`src/rtl/packet_assembler.sv`:
```
// Transmit-side packet assembler: serialises three captured headers followed by a
// byte-shifted payload stream onto the raw wire bus, with a registered output stage.
module packet_assembler #(
  parameter int packet_width_bytes   = 8,
  parameter int header_a_width_bytes = 4,
  parameter int header_b_width_bytes = 6,
  parameter int header_c_width_bytes = 2
) (
  input  logic                            clk,
  input  logic                            rst_n,
  input  logic [8*header_a_width_bytes-1:0] header_a,
  input  logic                            header_a_valid,
  input  logic [8*header_b_width_bytes-1:0] header_b,
  input  logic                            header_b_valid,
  input  logic [8*header_c_width_bytes-1:0] header_c,
  input  logic                            header_c_valid,
  input  logic                            payload_valid,
  input  logic [8*packet_width_bytes-1:0] payload,
  input  logic [packet_width_bytes-1:0]   byte_enable,
  input  logic                            sop,
  input  logic                            eop,
  output logic                            payload_ready,
  output logic                            out_valid,
  input  logic                            out_ready,
  output logic [8*packet_width_bytes-1:0] out_data,
  output logic [packet_width_bytes-1:0]   out_byte_enable,
  output logic                            out_sop,
  output logic                            out_eop
);

  localparam int W    = packet_width_bytes;
  localparam int DW   = 8 * W;
  localparam int H    = header_a_width_bytes + header_b_width_bytes + header_c_width_bytes;
  localparam int HW   = 8 * H;
  localparam int F    = H / W;
  localparam int R    = H % W;
  localparam int CB   = (R == 0) ? 1 : R;
  localparam int CNTW = $clog2(2 * W + 1);
  localparam int FCW  = (F > 1) ? $clog2(F) : 1;

  typedef enum logic [1:0] {IDLE, HDR, BODY, TAIL} state_t;

  state_t                          state_q;
  logic                            flagA_q, flagB_q, flagC_q;
  logic [8*header_a_width_bytes-1:0] hdrA_q, hdrA_d;
  logic [8*header_b_width_bytes-1:0] hdrB_q, hdrB_d;
  logic [8*header_c_width_bytes-1:0] hdrC_q, hdrC_d;
  logic [8*CB-1:0]                 carry_q;
  logic [FCW-1:0]                  hdrCnt_q;
  logic [CNTW-1:0]                 tailBytes_q;
  logic                            sopPending_q;
  logic                            outValid_q, outSop_q, outEop_q;
  logic [W-1:0]                    outBe_q;
  logic [DW-1:0]                   outData_q;

  logic                            loadEn, accept, allHdr_d, eopFits;
  logic [HW-1:0]                   hdrAll_d, hdrAll_q;
  logic [HW+DW-1:0]                hdrPad_d, hdrShift;
  logic [DW-1:0]                   firstBeat_d, hdrBeat, bodyBeat, tailBeat;
  logic [8*CB+DW-1:0]              bodyWide, tailWide;
  logic [CNTW-1:0]                 validBytes, eopSum;
  logic [W-1:0]                    eopBe, tailBe;

  function automatic logic [W-1:0] topMask(input logic [CNTW-1:0] k);
    logic [W-1:0] m;
    m = (k >= CNTW'(W)) ? {W{1'b1}} : ~({W{1'b1}} >> k);
    return m;
  endfunction

  function automatic logic [DW-1:0] byteMask(input logic [W-1:0] be);
    logic [DW-1:0] m;
    for (int i = 0; i < W; i++) m[i*8 +: 8] = {8{be[i]}};
    return m;
  endfunction

  assign loadEn        = !outValid_q | out_ready;
  assign payload_ready = (state_q == BODY) & loadEn;
  assign accept        = payload_valid & payload_ready;

  // Header values as they will be after this edge, so the first beat can load
  // on the same edge that captures the last outstanding header.
  assign hdrA_d   = header_a_valid ? header_a : hdrA_q;
  assign hdrB_d   = header_b_valid ? header_b : hdrB_q;
  assign hdrC_d   = header_c_valid ? header_c : hdrC_q;
  assign allHdr_d = (flagA_q | header_a_valid) & (flagB_q | header_b_valid) & (flagC_q | header_c_valid);
  assign hdrAll_d = {hdrA_d, hdrB_d, hdrC_d};
  assign hdrAll_q = {hdrA_q, hdrB_q, hdrC_q};

  assign hdrPad_d    = {hdrAll_d, {DW{1'b0}}};
  assign firstBeat_d = hdrPad_d[HW+DW-1 -: DW];
  assign hdrShift    = {hdrAll_q, {DW{1'b0}}} << (DW * int'(hdrCnt_q));
  assign hdrBeat     = hdrShift[HW+DW-1 -: DW];

  assign bodyWide = {carry_q, payload};
  assign bodyBeat = (R == 0) ? payload : bodyWide[8*CB+DW-1 -: DW];
  assign tailWide = {carry_q, {DW{1'b0}}};
  assign tailBeat = tailWide[8*CB+DW-1 -: DW];

  always_comb begin
    validBytes = '0;
    for (int i = 0; i < W; i++) validBytes = validBytes + CNTW'(byte_enable[i]);
  end

  assign eopSum  = CNTW'(R) + validBytes;
  assign eopFits = eopSum <= CNTW'(W);
  assign eopBe   = topMask(eopSum);
  assign tailBe  = topMask(tailBytes_q);

  always_ff @(posedge clk) begin
    if (!rst_n) begin
      state_q      <= IDLE;
      flagA_q      <= 1'b0;
      flagB_q      <= 1'b0;
      flagC_q      <= 1'b0;
      hdrA_q       <= '0;
      hdrB_q       <= '0;
      hdrC_q       <= '0;
      carry_q      <= '0;
      hdrCnt_q     <= '0;
      tailBytes_q  <= '0;
      sopPending_q <= 1'b0;
      outValid_q   <= 1'b0;
      outSop_q     <= 1'b0;
      outEop_q     <= 1'b0;
      outBe_q      <= '0;
      outData_q    <= '0;
    end else begin
      if (loadEn) outValid_q <= 1'b0;
      case (state_q)
        IDLE: begin
          if (header_a_valid) begin hdrA_q <= header_a; flagA_q <= 1'b1; end
          if (header_b_valid) begin hdrB_q <= header_b; flagB_q <= 1'b1; end
          if (header_c_valid) begin hdrC_q <= header_c; flagC_q <= 1'b1; end
          if (allHdr_d && loadEn) begin
            carry_q      <= hdrAll_d[8*CB-1:0];
            sopPending_q <= 1'b1;
            if (F > 0) begin
              outValid_q <= 1'b1;
              outSop_q   <= 1'b1;
              outEop_q   <= 1'b0;
              outBe_q    <= '1;
              outData_q  <= firstBeat_d;
              hdrCnt_q   <= FCW'(1);
              state_q    <= (F == 1) ? BODY : HDR;
            end else begin
              state_q <= BODY;
            end
          end
        end
        HDR: begin
          if (loadEn) begin
            outValid_q <= 1'b1;
            outSop_q   <= 1'b0;
            outEop_q   <= 1'b0;
            outBe_q    <= '1;
            outData_q  <= hdrBeat;
            hdrCnt_q   <= hdrCnt_q + FCW'(1);
            if (hdrCnt_q == FCW'(F - 1)) begin
              carry_q      <= hdrAll_q[8*CB-1:0];
              sopPending_q <= 1'b1;
              state_q      <= BODY;
            end
          end
        end
        BODY: begin
          // Until a sop beat arrives, accepted beats are swallowed without output.
          if (accept && !(sopPending_q && !sop)) begin
            sopPending_q <= 1'b0;
            outValid_q   <= 1'b1;
            outSop_q     <= (F == 0) && sopPending_q;
            carry_q      <= payload[8*CB-1:0];
            if (eop && eopFits) begin
              outEop_q  <= 1'b1;
              outBe_q   <= eopBe;
              outData_q <= bodyBeat & byteMask(eopBe);
              flagA_q   <= 1'b0;
              flagB_q   <= 1'b0;
              flagC_q   <= 1'b0;
              state_q   <= IDLE;
            end else begin
              outEop_q  <= 1'b0;
              outBe_q   <= '1;
              outData_q <= bodyBeat;
              if (eop) begin
                tailBytes_q <= eopSum - CNTW'(W);
                state_q     <= TAIL;
              end
            end
          end
        end
        TAIL: begin
          if (loadEn) begin
            outValid_q <= 1'b1;
            outSop_q   <= 1'b0;
            outEop_q   <= 1'b1;
            outBe_q    <= tailBe;
            outData_q  <= tailBeat & byteMask(tailBe);
            flagA_q    <= 1'b0;
            flagB_q    <= 1'b0;
            flagC_q    <= 1'b0;
            state_q    <= IDLE;
          end
        end
        default: state_q <= IDLE;
      endcase
    end
  end

  assign out_valid       = outValid_q;
  assign out_sop         = outSop_q;
  assign out_eop         = outEop_q;
  assign out_byte_enable = outBe_q;
  assign out_data        = outData_q;

endmodule

```
`config.mk`:
```
export PLATFORM = sky130hd
export DESIGN_NAME = packet_assembler
export DESIGN_NICKNAME = d
export VERILOG_FILES = /design/src/rtl/packet_assembler.sv
export SDC_FILE = /design/constraint.sdc
export NUM_CORES = 1
export LEC_CHECK = 0
export ABC_AREA = 0
export ABC_CLOCK_PERIOD_IN_PS = 5770
export BUFFER_PORTS_ARGS = -buffer_cell sky130_fd_sc_hd__buf_2
export CORE_ASPECT_RATIO = 1.75
export CORE_MARGIN = 5
export CORE_UTILIZATION = 48
export CTS_BUF_LIST = sky130_fd_sc_hd__clkbuf_8
export DETAILED_ROUTE_END_ITERATION = 6
export PLACE_DENSITY = 0.7
export SLEW_MARGIN = 30
export SYNTH_ARGS = -nofsm -noshare
export SYNTH_HDL_FRONTEND = slang
export SYNTH_SLANG_ARGS = --single-unit
```
`constraint.sdc`:
```
create_clock -name clk -period 5.77 [get_ports clk]
set_input_delay 0.8655 -clock clk [delete_from_list [all_inputs] [get_ports clk]]
set_output_delay 0.8655 -clock clk [all_outputs]
set_load 0.01 [all_outputs]
```
* Word level (Yosys, flattened, before mapping)
Cells that the tools add are included.
Storage, ports and cells: logic and storage cells 137, output and inout bits 76, bits of input ports 177, bits in registers 215
Cells by class: bitwise gates (word level) 13, equality and inequality tests 14, mux-type cells 57, reduce and logical (&&, ||, !) cells 21, shift-type cells 3, $lt $le $gt $ge 3, add/subtract/negate cells 10
Operators by type and width (count):
- $mux W64 | 5
- $pmux W64 S4 | 1
- $mux W32 | 5
- $shl A160 B7 Y160 | 1
- $and A64 B64 Y64 | 2
- $pmux W32 S3 | 1
- $mux W8 | 7
- $mux W48 | 1
- $pmux W8 S4 | 1
- $reduce_and A5 Y1 | 4
- $mux W1 | 19
- $pmux W1 S3 | 6
- $mux W16 | 1
- $not A8 Y8 | 2
- $shr A8 B5 Y8 const A | 2
- $add A5 B1 Y5 | 3
- $mux W2 | 7
- $ne A2 B2 Y1 const B | 7
- $ge A5 B4 Y1 const B | 2
- $pmux W2 S4 | 1
- $reduce_and A4 Y1 | 2
- $ne A2 B1 Y1 const B | 3
- $reduce_and A3 Y1 | 2
- $reduce_and A6 Y1 | 1
- 22 further kinds | 35

* Longest topological paths before layout
depth in word-level cells 15, gate-level depth with buffers 12, depth with buffers taken out 12

* Worst setup path before layout
OpenSTA, ideal clock, no wires.
kind in2reg, from input port byte_enable[0], to register outData_q[42], in the netlist out_data[42], setup time 0.122 ns, data arrival time 4.253 ns, buffers on the path 0, required time 5.648 ns, cell stages on the path 12, setup slack 1.395 ns, cells stage by stage fa_1 inv_1 fa_1 fa_1 inv_1 ha_1 fa_1 xor2_1 nand3_1 a211o_1 nor2b_4 a221o_1
On the way: longest elaborated chain between the ends 15, elaborated cells between the ends (all ways) 18, classes of those cells add/sub: 8; order compare: 2; shift: 1; mux: 4; bitwise: 2; reduce/logical: 1
Ends and longest elaborated chain:
- start: declaration | line 19 | input logic [packet_width_bytes-1:0] byte_enable,
- $add A1 B1 Y2 (*) | line 101 | for (int i = 0; i < W; i++) validBytes = validBytes + CNTW'(byte_enable[i]);
- $add A2 B1 Y3 (*) | line 101
- $add A3 B1 Y4 (*) | line 101
- $add A4 B1 Y5 (*) | line 101
- $add A5 B1 Y5 (*) (3 in a row) | line 101
- $add A3 B5 Y5 (*) | line 104 | assign eopSum = CNTW'(R) + validBytes;
- $shr A8 B5 Y8 | line 66 | m = (k >= CNTW'(W)) ? {W{1'b1}} : ~({W{1'b1}} >> k);
- $not A8 Y8 | line 66
- $mux W8 | line 66
- $and A64 B64 Y64 | line 175 | outData_q <= bodyBeat & byteMask(eopBe);
- $mux W64 (*) | line 172 | if (eop && eopFits) begin
- $mux W64 (*) | line 167 | if (accept && !(sopPending_q && !sop)) begin
- $pmux W64 S4 (*) | line 129 | case (state_q)
- end signal: assignment | line 142 | outData_q <= firstBeat_d;
- end signal: assignment | line 175
- end signal: assignment | line 183 | outData_q <= bodyBeat;
- end: declaration | line 54 | logic [DW-1:0] outData_q;
Mark *: on every way between the ends. The rest lies on a longest branch, timed or not. The select of a mux whose other input is x is not followed. A chain may end at the register's enable or synchronous reset.

* Worst setup path in the final report
from input port byte_enable[0], to register flagC_q
On the way: longest elaborated chain between the ends 12
Ends and longest elaborated chain:
- $add A1 B1 Y2 | line 101
- $add A2 B1 Y3 | line 101
- $add A3 B1 Y4 | line 101
- $add A4 B1 Y5 | line 101
- $add A5 B1 Y5 (3 in a row) | line 101
- $add A3 B5 Y5 | line 104
- net eopSum[1] | line 61 | logic [CNTW-1:0] validBytes, eopSum;
- $le A5 B4 Y1 | line 105 | assign eopFits = eopSum <= CNTW'(W);
- $logic_and A1 B1 Y1 | line 172
- $ne A2 B1 Y1 (no line)
- $reduce_and A5 Y1 (no line)
- end signal: assignment | line 114 | flagC_q <= 1'b0;
- end signal: assignment | line 133 | if (header_c_valid) begin hdrC_q <= header_c; flagC_q <= 1'b1; end
- end signal: assignment | line 178 | flagC_q <= 1'b0;
- end: declaration | line 44 | logic flagA_q, flagB_q, flagC_q;
The timed path passes the listed nets, and every way through them passes these cells.

==> results.json <==
{
  "ys_types": 62,
  "dr_total_vias": 10200,
  "async_flop_share": 0,
  "nets": 1603,
  "first_pass_iters": 7,
  "grt_max_degree": 103,
  "avgRoutedWirePerCell_microns": 19.4,
  "synthesis.nets": 1407,
  "fin_setup_tns_ns": 0,
  "hp-class": "register to register",
  "grt_pass1_vias": 10100,
  "cts-resized-gates": 0,
  "syn_area_per_cell_sq_um": 8.71,
  "ys.flop_type": "dfxtp_1",
  "max-vdd-ir-drop_mv": 0.269,
  "dieArea_sq_um": 25300,
  "crit_start": "byte_enable[0]",
  "start_util": 0.483,
  "antenna_left": 0,
  "setup_viol": 0,
  "cp_data_arrival_time_ns": 4.86,
  "ctsHoldBuffers": 0,
  "cpMaxStageDelayCell": "a2111oi_1",
  "synth_area_sq_um": 10600,
  "finalCriticalPeriod_ns": 4.48,
  "antenna_found_initial": 4,
  "tritoncts": "yes",
  "final_hold_viol_count": 0,
  "drt-initial-drc-count": 776,
  "die_w_microns": 122,
  "cts_buffer_depth": 3,
  "wl_mm": 33.7,
  "slew_violations": 0,
  "path_class": "input pin to register",
  "worst_pin_slew_ns": 0.980,
  "synth.top_cell.area_share": 0.403,
  "grt_pass1_wl_mm": 52.7,
  "post_cts_buffers": 0,
  "dp_hpwl_mm": 23.1,
  "chipHeight_microns": 207,
  "drcViolationCount": 0,
  "grt_use_total": 0.259,
  "yosys-top-cells-area": "dfxtp_1 40%, mux2i_1 9.8%, nand2_1 8.9%",
  "skew_ns": 0.0123,
  "area_growth_pct": 18.6,
  "fin_area_sq_um": 12600,
  "yosysSeqAreaShare": 0.403,
  "clk_pin_slew_ns": 0.06,
  "cts_buffers": 34,
  "cellPowerDensity_nw_per_um2": 458,
  "rows": 72,
  "finalPower_mw": 5.77,
  "gp_congestion": 0.905,
  "drive_gt1_frac": 0.266,
  "worstHoldStart": "carry_q[1]",
  "gr-total-overflow": 0,
  "placed_area_sq_um": 12000,
  "rsz0062_at_grt": "false",
  "yosysMostFrequentCell": "nand2_1",
  "p_leak_nw": 5.36,
  "worstSkewPairLatency_ns": 0.50,
  "ioPinCount": 253,
  "io_buffers": 252,
  "max_freq_ghz": 0.223,
  "cts.htree.levels": 2,
  "clockRootBuffer": "clkbuf_8",
  "layout_setup_ws_ns": 1.29,
  "cts_sinks": 214,
  "cpMostUsedCell": "fa_1",
  "yosysWarnings": 0,
  "path_cells": "buf_2 -> fa_1 -> inv_1 -> fa_1 -> fa_1 -> inv_1 -> ha_1 -> fa_1 -> nor2_1 -> nand3_1 -> a2111oi_1 -> o21ai_0 -> mux2i_1",
  "max_cap_violations": 0,
  "max_stage_delay_ns": 0.66,
  "crit_fanout": 7,
  "dp_slack_ns": 0.784,
  "status": "finished, final reports clean",
  "syn_inst": 1219,
  "synth_seq_cells": 214,
  "routed_via_density": 5.88,
  "r2r-start": "state_q[0]",
  "startpoint_type": "input pin",
  "slew-limit-headroom": 0.347,
  "yosys.area.top_type": "dfxtp_1",
  "fin_crit_sh": 0.777,
  "synth_commonest_cells": "253 x nand2_1, 214 x dfxtp_1, 124 x a21oi_1",
  "core_sq_um": 22000,
  "synth_edf_count": 0,
  "required_ns": 6.15,
  "end_kind": "register"
}
[critical path: cells and delay by family]
kind            cells  cell delay, ns
buf+inv             3            0.20
fa+ha+maj           5            2.29
mux                 1            0.17
simple gates        2            0.43
compound gates      2            0.91
[final timing paths]
path | end | slack [ns] | depth (start not counted)
worst max-delay path | flagC_q | 1.29 | 13
worst min register to register | out_data[33] | 0.45 | 1
worst min-delay path | out_data[33] | 0.45 | 1
worst max register to register | out_data[35] | 2.61 | 8
[state kept, by name, indices dropped and copies added, names as in the netlist, 2 cells and up]
register	count
carry_q	32
hdrA_q	32
hdrB_q	48
hdrC_q	16
out_byte_enable	8
out_data	64
state_q	2
tailBytes_q	4
[power by group]
group          switching [mW]  internal, mW  total, mW
logic                    1.47         0.940       2.41
clock network           0.589         0.639       1.23
registers               0.287          1.85       2.13
[per-stage QoR]
stage | hold WS, ns | utilization | std cells
2_1_floorplan | 0.433 | - | 1219
3_3_place_gp | 0.439 | 0.544 | 1675
3_5_place_dp | 0.443 | 0.544 | 1675
4_1_cts | 0.456 | 0.573 | 1730
5_1_grt | 0.478 | 0.573 | 1731
6_report | 0.452 | 0.573 | 1731
[layout make-up]
cell class,count,area [sq um]
fillers,2139,9390
multi-input cells,878,5850
flip-flops and latches,214,4290
repair buffers,268,1380
clock buffers,41,564
well taps,296,370
inverters,19,76.3
clock inverters,14,61.3
diodes,1,2.50
[layout by cell type, fill, tap and decap left out, types with 6 or more instances in the layout]
cell type	netlist	layout
and2_1	7	6
clkbuf_8	0	41
mux2i_1	104	104
nand2_1	253	252
buf_2	17	252
a221o_1	22	22
o21ai_0	25	25
buf_4	2	16
ha_1	6	6
o2bb2ai_1	56	56
inv_1	18	27
a21oi_1	124	124
a2111oi_0	8	8
o22ai_1	11	11
a222oi_1	40	40
a211oi_1	43	43
nor2_1	62	61
mux2_2	45	45
dfxtp_1	214	213
nor2b_1	6	6
[routing by layer]
layer	track usage	wire length, microns	vias up
li1	-	-	4843
met1	0.294	12500	4814
met2	0.459	17000	431
met3	0.0586	2700	91
met4	0.117	1460	6
met5	0	33	-
[cell families (layout without fill, tap and decap cells)]
logic type	after synthesis	count (layout)	synth area share
other	0	1	0
AO/OA/AOI/OAI	353	353	0.239
adder cells (fa/ha/maj)	11	11	0.0165
multiplexers	149	149	0.146
flip-flops	214	214	0.403
XOR/XNOR	1	1	0.000825
AND/OR/NAND/NOR	364	364	0.145
buffers and inverters	127	342	0.0491
No activity file was read; power rests on OpenSTA's default activity.
